File: src/rtl/down_timer_pkg.sv
// Shared types and constants for the down_timer block.
package down_timer_pkg;

    localparam int DEFAULT_WIDTH = 4;
    localparam int STATE_W       = 2;

    typedef enum logic [STATE_W-1:0] {
        ST_IDLE = 2'd0,
        ST_RUN  = 2'd1,
        ST_DONE = 2'd2
    } state_t;

endpackage

File: src/rtl/dff_ar.sv
// WIDTH-bit D register, rising-edge clocked, asynchronous active-low clear.
module dff_ar #(
    parameter int WIDTH = 1
) (
    input  logic             clk,
    input  logic             reset,
    input  logic [WIDTH-1:0] d_i,
    output logic [WIDTH-1:0] q_o
);

    always_ff @(posedge clk or negedge reset) begin
        if (!reset) begin
            q_o <= '0;
        end else begin
            q_o <= d_i;
        end
    end

endmodule

File: src/rtl/down_timer.sv
// Loadable down-counter/timer with one-shot or auto-reload terminal-count pulse.
// Edge priority is load > stop > start > decrement.
module down_timer
    import down_timer_pkg::*;
#(
    parameter int WIDTH = DEFAULT_WIDTH
) (
    input  logic             clk,
    input  logic             reset,
    input  logic             en_i,
    input  logic             load_i,
    input  logic [WIDTH-1:0] load_value_i,
    input  logic             start_i,
    input  logic             stop_i,
    input  logic             auto_reload_i,
    output logic [WIDTH-1:0] count_o,
    output logic             tc_o,
    output logic             busy_o,
    output logic             done_o
);

    localparam logic [WIDTH-1:0] ONE = WIDTH'(1);

    logic [WIDTH-1:0]   count_d, count_q;
    logic [WIDTH-1:0]   reload_d, reload_q;
    logic [STATE_W-1:0] state_raw_q;
    state_t             state_d, state_q;
    logic               tc_d, tc_q;

    assign state_q = state_t'(state_raw_q);

    always_comb begin
        count_d  = count_q;
        reload_d = reload_q;
        state_d  = state_q;
        tc_d     = 1'b0;

        if (load_i) begin
            count_d  = load_value_i;
            reload_d = load_value_i;
            state_d  = ST_IDLE;
        end else begin
            unique case (state_q)
                ST_IDLE: begin
                    // A zero count has nothing to time, so start is ignored.
                    if (start_i && !stop_i && (count_q != '0)) begin
                        state_d = ST_RUN;
                    end
                end
                ST_RUN: begin
                    if (stop_i) begin
                        state_d = ST_IDLE;
                    end else if (en_i) begin
                        if (count_q == ONE) begin
                            tc_d = 1'b1;
                            if (auto_reload_i) begin
                                count_d = reload_q;
                            end else begin
                                count_d = '0;
                                state_d = ST_DONE;
                            end
                        end else if (count_q != '0) begin
                            count_d = count_q - ONE;
                        end
                    end
                end
                ST_DONE: begin
                    state_d = ST_DONE;
                end
                default: begin
                    state_d = ST_IDLE;
                end
            endcase
        end
    end

    dff_ar #(.WIDTH(WIDTH)) u_count_reg (
        .clk   (clk),
        .reset (reset),
        .d_i   (count_d),
        .q_o   (count_q)
    );

    dff_ar #(.WIDTH(WIDTH)) u_reload_reg (
        .clk   (clk),
        .reset (reset),
        .d_i   (reload_d),
        .q_o   (reload_q)
    );

    dff_ar #(.WIDTH(STATE_W)) u_state_reg (
        .clk   (clk),
        .reset (reset),
        .d_i   (state_d),
        .q_o   (state_raw_q)
    );

    dff_ar #(.WIDTH(1)) u_tc_reg (
        .clk   (clk),
        .reset (reset),
        .d_i   (tc_d),
        .q_o   (tc_q)
    );

    assign count_o = count_q;
    assign tc_o    = tc_q;
    assign busy_o  = (state_q == ST_RUN);
    assign done_o  = (state_q == ST_DONE);

endmodule
File: config.mk
export PLATFORM = sky130hd
export DESIGN_NAME = down_timer
export DESIGN_NICKNAME = d
export VERILOG_FILES = /design/src/rtl/down_timer_pkg.sv /design/src/rtl/dff_ar.sv /design/src/rtl/down_timer.sv
export SDC_FILE = /design/constraint.sdc
export NUM_CORES = 1
export LEC_CHECK = 0
export CAP_MARGIN = 20
export CORE_UTILIZATION = 35
export CTS_CLUSTER_SIZE = 8
export DETAILED_ROUTE_END_ITERATION = 6
export PLACE_DENSITY = 0.73
export SKIP_CTS_REPAIR_TIMING = 1
export SLEW_MARGIN = 25
export SYNTH_ARGS = -nofsm -noshare
export SYNTH_HDL_FRONTEND = slang
export SYNTH_SLANG_ARGS = --single-unit
File: constraint.sdc
create_clock -name clk -period 1.8 [get_ports clk]
set_input_delay 0.45 -clock clk [delete_from_list [all_inputs] [get_ports clk]]
set_output_delay 0.45 -clock clk [all_outputs]
set_load 0.01 [all_outputs]
Word level (Yosys, flattened, before mapping)
Index checks and enable logic that the tools add are counted.

Add/sub/neg operators: 1. Eq/ne operators: 8. Muxes and demuxes: 19. Reductions and logical operators: 10.

Operator list (count): 2-to-1 mux 4 bit (7); 2-to-1 mux 2 bit (6); inequality test 4 bit (second input constant) (2); AND reduction 4 bit (2); one-hot mux 2 bit (3 select lines) (1); 2-to-1 mux 1 bit (5); equality test 4 x 1 -> 1 bit (second input constant) (1); inequality test 4 x 3 -> 1 bit (second input constant) (1); nonzero test 2 bit (2); nonzero test 4 bit (1); subtractor 4 x 1 -> 4 bit (second input constant) (1); inequality test 3 bit (second input constant) (1); nonzero test 3 bit (1); equality test 2 x 1 -> 1 bit (second input constant) (1); equality test 2 bit (second input constant) (1); logical AND 1 bit (2); logical NOT 2 bit (1); inequality test 2 bit (second input constant) (1); logical NOT 1 bit (1).

Register bits: 11. Input bits: 11.

Depth between registers and ports, before layout
Depth in word-level cells: 7. Mapped depth: 6.

Cells and area by module
From an unflattened synthesis, not the netlist that was laid out.

Cells, all modules: 68. Area total of the unflattened synthesis: 625.6 um^2.

By module, submodules not included: down_timer (times used 1, cells an instance 57, area each 350.3 um^2); dff_ar at u_count_reg ... (times used 2, cells an instance 4, area each 100.1 um^2); dff_ar at u_state_reg (times used 1, cells an instance 2, area each 50.0 um^2); dff_ar at u_tc_reg (times used 1, cells an instance 1, area each 25.0 um^2).

Worst setup path after synthesis
Ideal clock, no wire load.

Path type: reg2reg. Start point: reg u_count_reg.q_o[1]. End point: reg u_count_reg.q_o[3]. Setup time: 0.138 ns. Arrival: 1.554 ns. Path slack: 0.108 ns. Cell stages (with the launch flop): 7. Period minus slack after synthesis: 1.692 ns. Cells stage by stage: dfrtp_1 > inv_1 > ha_1 > or4b_1 > and2_1 > nand4_1 > o211ai_1.

Cells in the longest elaborated chain, start to end: 7.

RTL lines: from (decl) (line dff_ar.sv:8) `output logic [WIDTH-1:0] q_o`; from (signal assigned) (line dff_ar.sv:15) `q_o <= d_i;`; subtractor 4 x 1 -> 4 bit (line down_timer.sv:63) `count_d = count_q - ONE;`; 2-to-1 mux 4 bit (line down_timer.sv:62) `end else if (count_q != '0) begin`; 2-to-1 mux 4 bit (line down_timer.sv:54) `if (count_q == ONE) begin`; 2-to-1 mux 4 bit (line down_timer.sv:53) `end else if (en_i) begin`; 2-to-1 mux 4 bit (line down_timer.sv:51) `if (stop_i) begin`; 2-to-1 mux 4 bit (line down_timer.sv:43) `unique case (state_q)`; 2-to-1 mux 4 bit (line down_timer.sv:38) `if (load_i) begin`.

Parallel ways exist; a longest one is shown, timed or not. The select of a mux whose other input is x is not followed. A chain may end at the register's enable or synchronous reset.

Final worst setup path
Start point: reg u_count_reg.q_o[3]. End point: out count_o[3].

RTL lines: to (decl) (line down_timer.sv:16) `output logic [WIDTH-1:0] count_o,`.

No word-level cell between the ends.

==> flow_results.org <==
** GRT
- Number of global-route vias before repair :: about 600
- Global routing finished with a remaining overflow of 0.
- Largest net degree at the start of global routing :: 16
- Initial antenna violation count :: 0
- Overall routing resource usage :: between 10% and 20%
- First-pass GRT wire length :: about 2500 um

** Worst setup path
- Buf/Inv on CP :: 1
- Worst reg2reg path startpoint :: u_count_reg.q_o[1]
- Critical path capture point type :: output pin
- The critical path goes through clkdlybuf4s50_1.
- The slowest stage of the critical path belongs to the cell sky130_fd_sc_hd__clkdlybuf4s50_1.
- The worst setup path is launched from a flop.
- At the worst endpoint, the required time is 1350 ps.
- Largest fanout of any net on the critical path :: 9
- Setup CP Type :: flop to output pin
- The worst register-to-register path has a setup slack of around 100 ps.
- Endpoint arrival time on the critical path :: 1280 ps
- The kind of cell with the highest combined delay along the critical path is buffers and inverters.
- Counting cells, the worst reg-to-reg path comes to 6.
- Worst flop-to-flop path endpoint :: u_count_reg.q_o[2]
- Delay of the slowest critical-path stage :: 560 ps

** Cells and area
- Area added between synthesis and finish :: 46.2%
- The library cell used most frequently in the layout, excluding fill and tap cells, is sky130_fd_sc_hd__clkdlybuf4s50_1.
- Final Instance Area :: roughly 930 sq um
- Filler cell count in the final layout :: around 170
- The repair_antennas step left the layout with diodes totalling 0.
- Leading cell types in the layout, fill and taps excluded :: sky130_fd_sc_hd__clkdlybuf4s50_1, sky130_fd_sc_hd__buf_4, sky130_fd_sc_hd__dfrtp_1
- Number of nets in the finished design :: between 100 and 150
- Fraction of final layout cells with drive strength greater than 1 :: around a fifth

** Synth
- After synthesis, flip-flops and latches occupy a little over two fifths of the total area.
- Number of enable flip-flop cells after synthesis :: 0
- A synthesized cell averages a little over 9 sq um.
- Cell variety after synth :: 31
- Yosys attributes the largest share of cell area to sky130_fd_sc_hd__dfrtp_1, sky130_fd_sc_hd__ha_1, sky130_fd_sc_hd__nand2_1, sky130_fd_sc_hd__nor2_1, sky130_fd_sc_hd__inv_1.
- The number of nets in the synthesized netlist is 83.
- Gate Count Post-Synth :: slightly below 70
- Async set-or-reset flop fraction in the synthesized netlist :: between 90% and 100%
- Area leader, netlist :: sky130_fd_sc_hd__dfrtp_1
- Ys flop type :: sky130_fd_sc_hd__dfrtp_1
- Number of warnings reported in the yosys synthesis log :: 0
- Post-synthesis instance area :: 639 sq um
- Area share of the largest cell type after synthesis :: 43.1%
- After synthesis the netlist holds a flip-flop and latch count of 11.

** Timing
- RSZ-0062 raised after global routing :: no
- The smallest clock period supported by the final layout is computed as around 1700 ps.
- Clk_skew :: 0.148 ps
- The number of slew-limit violations in the final report came to 0.
- The final critical path takes up between 90% and 100% of the cycle.
- Setup violations remaining at the end of the flow were counted as 0.
- Max-slew headroom at the worst pin :: between 60% and 70%
- Number of hold violations in the final report :: 0
- Maximum clock rate :: 577 MHz
- For the pin with the worst max-slew slack, the measured transition is 512 ps.

** Hold path
- Endpoint of the worst hold-timing path :: u_state_reg.q_o[0]
- Kind of path behind the tightest hold check :: flop to flop
- The worst hold path begins at u_state_reg.q_o[1].
- Worst hold path depth :: 1

** Drt
- The routed design has approximately 1600 um of wire.
- Vias :: around 620
- In the routed layout, each cell is associated on average with a via count of ~5.2.
- Number of design-rule violations left by the first detailed-router iteration :: 9
- In the final routed layout, each cell accounts on average for around 13 um.
- Number of iterations in the first detailed-routing pass :: 6
- Detail Route Antenna Nets :: 0
- Number of remaining DRC errors :: 0

** Clock tree
- The later pin in the worst-skew pair is clocked with a latency of between 200 and 300 ps.
- CTS Buffer Depth :: 2
- Max H-tree Level :: 1
- In this run, CTS created clock tree buffers numbering 3.
- For this design, the sink count on the clock tree is 11.
- TritonCTS built the clock tree.
- Clock tree root driver cell :: sky130_fd_sc_hd__clkbuf_4
- Clock-pin slew reported for the worst setup and hold paths after clock tree synthesis :: 70 ps

** Die
- The region available for standard cell placement spans 1730 sq um.
- Top Ports :: 18
- In this run the horizontal extent of the chip is 44.7 um.
- Once the floorplan was initialized, standard cells occupied 37.0% of the core.
- Die height :: about 45 um
- The die covers between 2000 and 2500 sq um.
- The floorplan has 15 rows.

** Place
- GPL Wtd Cong :: 0.850
- Detailed Place HPWL :: approximately 1200 um
- Port buffer count :: 17
- Placed instance area :: 888 sq um

** Power and ir drop
- Peak supply drop :: about 0.00030 V
- Power spread over the standard cell area amounts to approximately 650 nW/um^2.
- LEAKAGE :: around 0.46 nW
- Power comes to between 600 and 700 uW.

** Outcome
- The flow ran to the end, and the final reports show no timing, DRC or antenna violations.

** Run
- Across the run, the number of max-cap violations was 0.
==> power breakdown <==
group	leakage (nW)	internal, mW	switching [mW]
clock network	0.0150	0.0860	0.0875
registers	0.136	0.266	0.0204
logic	0.307	0.0828	0.0665
total	0.457	0.435	0.174
==> stage by stage <==
stage | utilization [%] | setup WS (ps) | TNS (ps) | hold slack [ps] | std cells
6_report | 54.1 | 66.8 | 0 | 484 | 121
3_5_place_dp | 51.4 | -24.1 | -24.1 | 477 | 116
4_1_cts | 53.0 | -66.9 | -85.0 | 486 | 120
2_1_floorplan | - | 108 | 0 | 154 | 69
5_1_grt | 54.1 | 21.6 | 0 | 512 | 121
3_3_place_gp | 51.4 | -11.9 | -11.9 | 461 | 116
==> registers in the layout, summed over array words and instances, names as in the netlist <==
signal / count
u_count_reg.q_o: 4
u_state_reg.q_o: 2
u_tc_reg.q_o: 1
u_reload_reg.q_o: 4
==> final cells by class <==
cell class                 instances  area, sq um  area share [%]
multi-input combinational         49          332            35.5
timing repair buffer              26          245            26.2
sequential                        11          278            29.7
tap                               25         31.3            3.35
inverter                           6         22.5            2.41
clock buffer                       4         26.3            2.81
==> metal layers <==
| metal | track usage [%] | part of all wire [%] | vias up |
|---|---|---|---|
| met2 | 28.5 | 46 | 20 |
| li1 | - | - | 304 |
| met4 | 14.5 | 4.2 | 0 |
| met3 | 2.40 | 3.7 | 6 |
| met5 | 0 | 0 | - |
| met1 | 21.9 | 46 | 294 |
==> how the worst max path moves through the flow <==
stage | slack (ps) | startpoint | end | cells past startpoint
5_1_grt | 20 | u_count_reg.q_o[1] | u_count_reg.q_o[0] | 6
2_1_floorplan | 110 | u_count_reg.q_o[1] | u_count_reg.q_o[3] | 6
4_1_cts | -70 | u_state_reg.q_o[0] | done_o | 2
6_report | 70 | u_count_reg.q_o[3] | count_o[3] | 1
3_5_place_dp | -20 | stop_i | u_count_reg.q_o[1] | 5
3_3_place_gp | -10 | stop_i | u_count_reg.q_o[1] | 5
==> cell usage after synthesis, drive strengths merged, types with 2 or more instances <==
cell type	count
ha	3
clkbuf	2
nor2	7
o21ai	6
nor2b	2
nand2	7
a31oi	2
nor3	2
dfrtp	11
nand4	2
inv	6
==> kinds of logic (layout without fill, tap and decap cells) <==
group | count (synthesis) | after routing | synth area share [%]
DFF | 11 | 11 | 43.1
AOI/OAI and AO/OA | 17 | 17 | 18.6
muxes | 2 | 2 | 3.33
and+or+nand+nor | 27 | 27 | 23.7
adders and majority gates | 3 | 3 | 5.87
buffers and inverters | 9 | 36 | 5.48
No activity file was read; power rests on OpenSTA's default activity.
